[config.mk]
export PLATFORM = sky130hd
export DESIGN_NAME = partition_buffer_flat
export DESIGN_NICKNAME = d
export VERILOG_FILES = /design/src/rtl/partition_buffer_if.sv /design/src/rtl/partition_buffer.sv /design/src/flat_wrapper.sv
export SDC_FILE = /design/constraint.sdc
export NUM_CORES = 2
export LEC_CHECK = 0
export BUFFER_PORTS_ARGS = -buffer_cell sky130_fd_sc_hd__buf_2
export CAP_MARGIN = 5
export CORE_UTILIZATION = 60
export DETAILED_ROUTE_END_ITERATION = 7
export GPL_TIMING_DRIVEN = 0
export PLACE_DENSITY_LB_ADDON = 0.08
export SLEW_MARGIN = 20
export SYNTH_ARGS = -nofsm -noshare
export SYNTH_HDL_FRONTEND = slang
export SYNTH_SLANG_ARGS = --single-unit
[constraint.sdc]
create_clock -name clk -period 109.3 [get_ports clk]
set_clock_uncertainty 0.1 [all_clocks]
set_input_delay 21.86 -clock clk [delete_from_list [all_inputs] [get_ports clk]]
set_output_delay 21.86 -clock clk [all_outputs]
set_load 0.01 [all_outputs]
[src/rtl/partition_buffer_if.sv]
// Stream bundle between the partitioning gate, the tuple buffer and the partition writer.
// The buffer uses the slave view; the upstream/downstream side uses master.
interface partition_buffer_if #(
    parameter int INPUT_SIZE = 64
);
    logic                  in_ready;
    logic [INPUT_SIZE-1:0] in_data;
    logic [31:0]           in_tag;
    logic                  in_valid;
    logic [63:0]           in_serialnum;
    logic                  in_was_joined;
    logic                  in_last_processed;
    logic                  out_ready;
    logic [INPUT_SIZE-1:0] out_data;
    logic [31:0]           out_tag;
    logic [63:0]           out_serialnum;
    logic                  out_was_joined;
    logic                  out_valid;
    logic                  out_last;
    logic                  out_done;
    logic [31:0]           tuple_count;
    logic                  tag_error;

    modport slave (
        output in_ready,
        input  in_data, in_tag, in_valid, in_serialnum, in_was_joined, in_last_processed,
        input  out_ready,
        output out_data, out_tag, out_serialnum, out_was_joined, out_valid, out_last, out_done,
        output tuple_count, tag_error
    );

    modport master (
        input  in_ready,
        output in_data, in_tag, in_valid, in_serialnum, in_was_joined, in_last_processed,
        output out_ready,
        input  out_data, out_tag, out_serialnum, out_was_joined, out_valid, out_last, out_done,
        input  tuple_count, tag_error
    );
endinterface

[src/rtl/partition_buffer.sv]
// Elastic FWFT tuple buffer after the partitioning gate; drains and flags done at end-of-stream.
// Optional macro PARTITION_BUFFER_TAG_CHECK_EN enables the sticky mis-routed-tag flag.
module partition_buffer #(
    parameter int INPUT_SIZE   = 64,
    parameter int DEPTH        = 16,
    parameter int ID           = 0,
    parameter int DECISION_BIT = 0
) (
    input logic               clk,
    input logic               reset,
    partition_buffer_if.slave bus
);
    localparam int AW = $clog2(DEPTH);
    localparam logic [AW:0] FULL_CNT = DEPTH[AW:0];

    typedef struct packed {
        logic [INPUT_SIZE-1:0] data;
        logic [31:0]           tag;
        logic [63:0]           serialnum;
        logic                  was_joined;
    } entry_t;

    typedef enum logic [1:0] {FILL, DRAIN, DONE} state_t;

    generate
        if (DEPTH < 2 || (1 << AW) != DEPTH || DECISION_BIT < 0 || DECISION_BIT > 31 || ID < 0)
        begin : g_bad_cfg
            $error("partition_buffer: illegal parameter set");
        end
    endgenerate

    state_t        state, state_nxt;
    entry_t        mem [DEPTH];
    entry_t        head;
    logic [AW-1:0] wr_ptr, rd_ptr;
    logic [AW:0]   count;
    logic [31:0]   tuple_count;
    logic          full, empty, push, pop;

    assign full  = (count == FULL_CNT);
    assign empty = (count == '0);
    // A same-cycle pop never opens a slot for the push: in_ready looks only at current occupancy.
    assign bus.in_ready = (state == FILL) && !full;
    assign push  = bus.in_valid && bus.in_ready;
    assign pop   = !empty && bus.out_ready;

    always_ff @(posedge clk or posedge reset) begin
        if (reset) begin
            for (int i = 0; i < DEPTH; i++) mem[i] <= '0;
        end else if (push) begin
            mem[wr_ptr] <= '{data: bus.in_data, tag: bus.in_tag,
                             serialnum: bus.in_serialnum, was_joined: bus.in_was_joined};
        end
    end

    always_ff @(posedge clk or posedge reset) begin
        if (reset) begin
            wr_ptr      <= '0;
            rd_ptr      <= '0;
            count       <= '0;
            tuple_count <= '0;
        end else begin
            if (push) begin
                wr_ptr      <= wr_ptr + 1'b1;
                tuple_count <= tuple_count + 32'd1;
            end
            if (pop) rd_ptr <= rd_ptr + 1'b1;
            case ({push, pop})
                2'b10:   count <= count + 1'b1;
                2'b01:   count <= count - 1'b1;
                default: count <= count;
            endcase
        end
    end

    always_ff @(posedge clk or posedge reset) begin
        if (reset) state <= FILL;
        else       state <= state_nxt;
    end

    always_comb begin
        state_nxt = state;
        case (state)
            FILL:  if (bus.in_last_processed && !bus.in_valid) state_nxt = DRAIN;
            // Leave DRAIN either already empty or on the pop of the last entry.
            DRAIN: if (empty || (pop && count == {{AW{1'b0}}, 1'b1})) state_nxt = DONE;
            DONE:  state_nxt = DONE;
            default: state_nxt = FILL;
        endcase
    end

    assign head               = mem[rd_ptr];
    assign bus.out_data       = head.data;
    assign bus.out_tag        = head.tag;
    assign bus.out_serialnum  = head.serialnum;
    assign bus.out_was_joined = head.was_joined;
    assign bus.out_valid      = !empty;
    assign bus.out_last       = (state == DRAIN) && (count == {{AW{1'b0}}, 1'b1});
    assign bus.out_done       = (state == DONE);
    assign bus.tuple_count    = tuple_count;

`ifdef PARTITION_BUFFER_TAG_CHECK_EN
    localparam logic ID_BIT = 1'(ID % 2);
    logic tag_error;

    always_ff @(posedge clk or posedge reset) begin
        if (reset)                                           tag_error <= 1'b0;
        else if (push && bus.in_tag[DECISION_BIT] != ID_BIT) tag_error <= 1'b1;
    end

    assign bus.tag_error = tag_error;
`else
    assign bus.tag_error = 1'b0;
`endif
endmodule

[src/flat_wrapper.sv]
// flat-port wrapper written by rule: the top's interface ports become plain ports
module partition_buffer_flat 
#(
    parameter int INPUT_SIZE   = 64,
    parameter int DEPTH        = 16,
    parameter int ID           = 0,
    parameter int DECISION_BIT = 0
)
  (clk, reset, bus_in_ready, bus_in_data, bus_in_tag, bus_in_valid, bus_in_serialnum, bus_in_was_joined, bus_in_last_processed, bus_out_ready, bus_out_data, bus_out_tag, bus_out_serialnum, bus_out_was_joined, bus_out_valid, bus_out_last, bus_out_done, bus_tuple_count, bus_tag_error);
  partition_buffer_if #(.INPUT_SIZE(INPUT_SIZE)) bus_i ();
  input logic clk;
  input logic reset;
  output wire logic [$bits(bus_i.in_ready)-1:0] bus_in_ready;
  input wire logic [$bits(bus_i.in_data)-1:0] bus_in_data;
  input wire logic [$bits(bus_i.in_tag)-1:0] bus_in_tag;
  input wire logic [$bits(bus_i.in_valid)-1:0] bus_in_valid;
  input wire logic [$bits(bus_i.in_serialnum)-1:0] bus_in_serialnum;
  input wire logic [$bits(bus_i.in_was_joined)-1:0] bus_in_was_joined;
  input wire logic [$bits(bus_i.in_last_processed)-1:0] bus_in_last_processed;
  input wire logic [$bits(bus_i.out_ready)-1:0] bus_out_ready;
  output wire logic [$bits(bus_i.out_data)-1:0] bus_out_data;
  output wire logic [$bits(bus_i.out_tag)-1:0] bus_out_tag;
  output wire logic [$bits(bus_i.out_serialnum)-1:0] bus_out_serialnum;
  output wire logic [$bits(bus_i.out_was_joined)-1:0] bus_out_was_joined;
  output wire logic [$bits(bus_i.out_valid)-1:0] bus_out_valid;
  output wire logic [$bits(bus_i.out_last)-1:0] bus_out_last;
  output wire logic [$bits(bus_i.out_done)-1:0] bus_out_done;
  output wire logic [$bits(bus_i.tuple_count)-1:0] bus_tuple_count;
  output wire logic [$bits(bus_i.tag_error)-1:0] bus_tag_error;
  assign bus_in_ready = bus_i.in_ready;
  assign bus_i.in_data = bus_in_data;
  assign bus_i.in_tag = bus_in_tag;
  assign bus_i.in_valid = bus_in_valid;
  assign bus_i.in_serialnum = bus_in_serialnum;
  assign bus_i.in_was_joined = bus_in_was_joined;
  assign bus_i.in_last_processed = bus_in_last_processed;
  assign bus_i.out_ready = bus_out_ready;
  assign bus_out_data = bus_i.out_data;
  assign bus_out_tag = bus_i.out_tag;
  assign bus_out_serialnum = bus_i.out_serialnum;
  assign bus_out_was_joined = bus_i.out_was_joined;
  assign bus_out_valid = bus_i.out_valid;
  assign bus_out_last = bus_i.out_last;
  assign bus_out_done = bus_i.out_done;
  assign bus_tuple_count = bus_i.tuple_count;
  assign bus_tag_error = bus_i.tag_error;
  partition_buffer #(.INPUT_SIZE(INPUT_SIZE), .DEPTH(DEPTH), .ID(ID), .DECISION_BIT(DECISION_BIT)) u_core (.clk(clk), .reset(reset), .bus(bus_i));
endmodule
# After elaboration in Yosys (flattened, before gate mapping)

Cells that the tools add are included.
Widths: inputs -> output; s select.

Register bits: 2623
Bits in latches: 0
Memory bits (writable): 0
ROM bits: 0
Bits of input ports: 166
Output and inout port bits: 198
Memories: 0

Add/sub/neg operators: 5
Multiply operators: 0
Divide/modulo/power cells: 0
Magnitude comparators: 3
Equal/unequal tests: 8
Shift-type cells: 0
Mux-type cells: 10
Bitwise logic cells: 2
Reductions and logical operators: 15

Operator list:

| cell                  | count |
|---|---|
| $bwmux 2576           | 1 |
| $bmux 161 s4          | 1 |
| $demux 161 s4         | 1 |
| $mux 161              | 3 |
| $add 32x1->32 const B | 1 |
| $ge 5x5->1 const B    | 2 |
| $not 4->5             | 2 |
| $pmux 5 s2            | 1 |
| $add 4x1->4 const B   | 2 |
| $logic_and 1x1->1     | 7 |
| $pmux 2 s3            | 1 |
| $add 5x1->5 const B   | 1 |
| $eq 5x1->1 const B    | 1 |
| $eq 5x5->1 const B    | 1 |
| $logic_not 5->1       | 1 |
| $lt 5x1->1 const B    | 1 |
| $sub 5x1->5 const B   | 1 |
| $eq 2x1->1 const B    | 2 |
| $eq 2x2->1 const B    | 2 |
| $mux 2                | 2 |
| $logic_not 1->1       | 3 |
| $logic_not 2->1       | 1 |
| $ne 2x1->1 const B    | 1 |
| $ne 2x2->1 const B    | 1 |
| other kinds (3)       | 3 |

# Depth between registers and ports, before layout

Word-level depth: 7
Mapped depth: 11

# Worst setup path after synthesis

OpenSTA, ideal clock, no wires.

Path type: reg2out
Start: register u_core.rd_ptr[0]
End: output bus_out_data[33]
Arrival time: 1.944 ns
Required time: 87.340 ns
Path slack: 85.396 ns
Cell stages (with the launch flop): 7
Cell sequence: dfrtp_1 -> buf_2 -> buf_2 -> buf_2 -> mux4_2 -> a211oi_1 -> a21oi_1

Longest elaborated chain between the ends: 4

Ends and longest elaborated chain:

| item                                        | line                   | RTL |
|---|---|---|
| start: declaration                          | partition_buffer.sv:35 | `logic [AW-1:0] wr_ptr, rd_ptr;` |
| start signal: assignment                    | partition_buffer.sv:67 | `if (pop) rd_ptr <= rd_ptr + 1'b1;` |
| $not 4->5 (implied by the code)             | partition_buffer.sv:92 | `assign head = mem[rd_ptr];` |
| $bmux 161 s4                                | partition_buffer.sv:92 |  |
| $mux 161 (implied by the code) (2 in a row) | partition_buffer.sv:92 |  |
| end: declaration                            | flat_wrapper.sv:21     | `output wire logic [$bits(bus_i.out_data)-1:0] bus_out_data;` |

No other way between the ends. The select of a mux whose other input is x is not followed.

# Worst setup path after layout

Start: register u_core.rd_ptr[3]
End: output bus_out_data[10]

Same word-level chain as after synthesis.

==> flow_summary.ini <==
[final_layout]
syn_to_final_growth_pct = 13.1
fill_cells = 13610
multi_input_area_um2 = 49600
postLayoutCellArea_um2 = 134000
final_layout_size_suffix_gt1_share_pct = 51.1
num-nets-final = 8130
register_area_um2 = 65600
stdcell_count = 10819

[drt]
wl_per_cell_um = 31.8
firstDrtPassIters = 7
post_detailed_route_via_to_cell_ratio = 6.49
route.final.wire_length_um = 344000
dr_total_vias = 70254
final_antenna_net_count = 0
detail_route.iter0.violations = 6248
drc = 0

[global_routing]
globalRouteTotalUtil_pct = 35.0
global_route.overflow_total = 0
first_pass_grt_wire_length_um = 504000
grt_antenna_before_repair = 73
first_global_vias = 73302
grt_start_max_net_pins = 112

[setup_path]
timing.critical_path.required_ps = 87340
critPathArrivalTime_ps = 5540
timing.critical_path.to_type = output pin
peak_fanout_along_the_critical_path = 10
timing.reg2reg.worst_path_depth = 9
timing.critical_path.from = u_core.rd_ptr[3]
reg2reg_from = u_core.count[0]
worst_r2r_endpoint = u_core.mem[2560]
start_kind = flip-flop
path_class = flip-flop to output pin
setup.reg_to_reg.worst_slack_ps = 105500

[clock_tree]
clock_sink_count = 2623
clock_latency_ps = 950
cts_buffer_depth = 4
tritoncts = yes
ctsRootBufferMaster = sky130_fd_sc_hd__clkbuf_16
post_cts_resized = 0
htree_levels = 5
tritoncts.num_buffers = 293
hold_buffers_post_cts = 0
clock_pin_slew_worst_setup_and_hold_paths_ps = 60
postCtsSetupBuffers = 0

[logic_synthesis]
synth_edf_count = 0
dominantRegCellSynth = sky130_fd_sc_hd__dfrtp_1
synth_fp_nets = 7431
mappedNetlistArea_um2 = 119000
netlist_top_cells_area = sky130_fd_sc_hd__dfrtp_1 55%, sky130_fd_sc_hd__mux2_2 18%, sky130_fd_sc_hd__mux4_2 12%, sky130_fd_sc_hd__mux2_4 4.5%, sky130_fd_sc_hd__mux2_1 2.6%
netlist.area_leader.share_pct = 55.2
synth-seq-cells = 2623
synth_top_cell_by_area = sky130_fd_sc_hd__dfrtp_1
synth.yosys.warnings = 0
seq_area_frac_synth_pct = 55.2
yosys.cell_types.count = 44
ys_async_sr_fraction_pct = 100
syn-mean-instance-area_um2 = 16.4
synth_cells = 7250

[power]
ir_worst_vdd_mv = 0.0324
leakage_uw = 0.0648
pwr_density_cell_nw_per_um2 = 29.1

[die]
die_height_um = 447
dieArea_um2 = 200000
io_pins = 364
initial_core_utilization_pct = 60.3
die-width_um = 447
std_cell_rows = 163
core-area_um2 = 197000

[run_status]
outcome = finished, final reports clean

[sta]
timing.slew.headroom_pct = 15.9
setup_repair_after_global_routing_missed_its_margin = false
hold_violations = 0
totalNegativeSetupSlack_ps = 0
worst-slew-pin-transition_ps = 1260
setup_viol = 0
report.final.slew_viol_count = 0
timing.final.crit_share_pct = 25.2
fin_crit_ps = 27500
fmaxAchievable_mhz = 36.4

[place]
numPlacedInstances = 10293
dp.final_hpwl_um = 233000
place_congestion = 0.853
buffer_ports.inserted = 362
post_dp_cell_area_um2 = 125000

[worst_hold_path]
holdPathStages = 1
worst_hold_path.endpoint = u_core.bus.tuple_count[31]
hold_class = flip-flop to flip-flop
worst_hold_path_startpoint = u_core.bus.tuple_count[31]

[job]
max_cap_viol_count = 0
[placed cells by master (no fill, tap or decap), types with 36 or more instances in the layout]
| master | count |
|---|---|
| sky130_fd_sc_hd__a21oi_1 | 36 |
| sky130_fd_sc_hd__buf_1 | 36 |
| sky130_fd_sc_hd__mux2i_1 | 64 |
| sky130_fd_sc_hd__buf_4 | 69 |
| sky130_fd_sc_hd__buf_16 | 39 |
| sky130_fd_sc_hd__buf_2 | 592 |
| sky130_fd_sc_hd__a22oi_1 | 262 |
| sky130_fd_sc_hd__mux2_1 | 273 |
| sky130_fd_sc_hd__mux2_4 | 357 |
| sky130_fd_sc_hd__clkbuf_16 | 299 |
| sky130_fd_sc_hd__clkbuf_1 | 311 |
| sky130_fd_sc_hd__mux2_2 | 1950 |
| sky130_fd_sc_hd__mux4_2 | 626 |
| sky130_fd_sc_hd__nand2_1 | 156 |
| sky130_fd_sc_hd__clkbuf_8 | 71 |
| sky130_fd_sc_hd__dfrtp_1 | 2623 |
| sky130_fd_sc_hd__buf_6 | 72 |
[power breakdown]
group	internal (uW)	leakage (uW)	switching (uW)	total (uW)
Sequential	1320	0.0344	178	1500
Clock	569	0.00455	391	961
Combinational	724	0.0259	736	1460
Total	2610	0.0648	1310	3920
[worst max-delay path, stage by stage (launching register included)]
cell and delay (ps):
sky130_fd_sc_hd__dfrtp_1 320, sky130_fd_sc_hd__clkbuf_1 820, sky130_fd_sc_hd__buf_1 760, sky130_fd_sc_hd__clkbuf_2 720, sky130_fd_sc_hd__clkbuf_2 630, sky130_fd_sc_hd__a211oi_1 280, sky130_fd_sc_hd__a21oi_1 770, sky130_fd_sc_hd__buf_2 270
[cell families (layout without fill, tap and decap cells)]
group / after synthesis / in the layout / synth area share, %
flops: 2623 / 2623 / 55.2
simple gates: 272 / 272 / 1.17
buf+inv: 680 / 1575 / 3.06
other cells: 1 / 35 / 0.00315
mux: 3270 / 3270 / 38.0
xor+xnor: 42 / 42 / 0.309
compound gates: 347 / 347 / 2.11
fa+ha+maj: 15 / 15 / 0.158
[stage by stage]
| stage | power [uW] | setup slack [ps] | hold slack (ps) | utilization (%) |
|---|---|---|---|---|
| 2_1_floorplan | 2450 | 13190 | 359 | - |
| 3_3_place_gp | 2920 | -10490 | 355 | 62.9 |
| 3_5_place_dp | 2960 | 82900 | 362 | 63.5 |
| 4_1_cts | 3920 | 81950 | 369 | 68.2 |
| 5_1_grt | 4070 | 82030 | 393 | 68.2 |
| 6_report | 3920 | 81800 | 365 | 68.3 |
[layout make-up]
class                           count  share of cell area (%)
Clock inverter                     45                   0.350
Multi-Input combinational cell   3947                    36.9
Antenna cell                       34                  0.0633
Buffer                            667                    2.70
Sequential cell                  2623                    48.8
Inverter                           13                  0.0419
Timing Repair Buffer              404                    2.18
Clock buffer                      446                    6.50
Tap cell                         2640                    2.46
[state kept, by name (all words and copies together), names as in the netlist]
signal,flops
u_core.bus.tuple_count,32
u_core.count,5
u_core.mem,2576
u_core.rd_ptr,4
u_core.state,2
u_core.wr_ptr,4
[worst max path at each step]
stage	to	slack, ps	cells past startpoint
global placement	u_core.mem[1467]	-10490	2
global route	bus_out_data[10]	82030	7
finish	bus_out_data[10]	81800	7
CTS	bus_out_data[10]	81950	7
floorplan	u_core.bus.tuple_count[0]	13190	1
detailed placement	u_core.mem[1593]	82900	10
[synth_stat cells, drive strengths merged (9+ instances only)]
cell / instances
o21ai: 9
a22oi: 262
xor2: 16
nand3: 27
ha: 15
mux2i: 64
nor2b: 35
buf: 407
a211oi: 27
dfrtp: 2623
nand4: 12
mux4: 626
xnor2: 26
a21oi: 36
clkbuf: 260
nand2: 156
inv: 13
nor2: 15
mux2: 2580
[layer usage]
metal / part of all wire (%) / track usage [%] / vias to the layer above
li1: - / - / 28525
met1: 41 / 48.6 / 38357
met2: 47 / 54.2 / 2618
met3: 7.3 / 7.09 / 720
met4: 4.3 / 14.8 / 34
met5: 0.067 / 0 / -
Note: power is estimated with default switching activity, not from simulation.
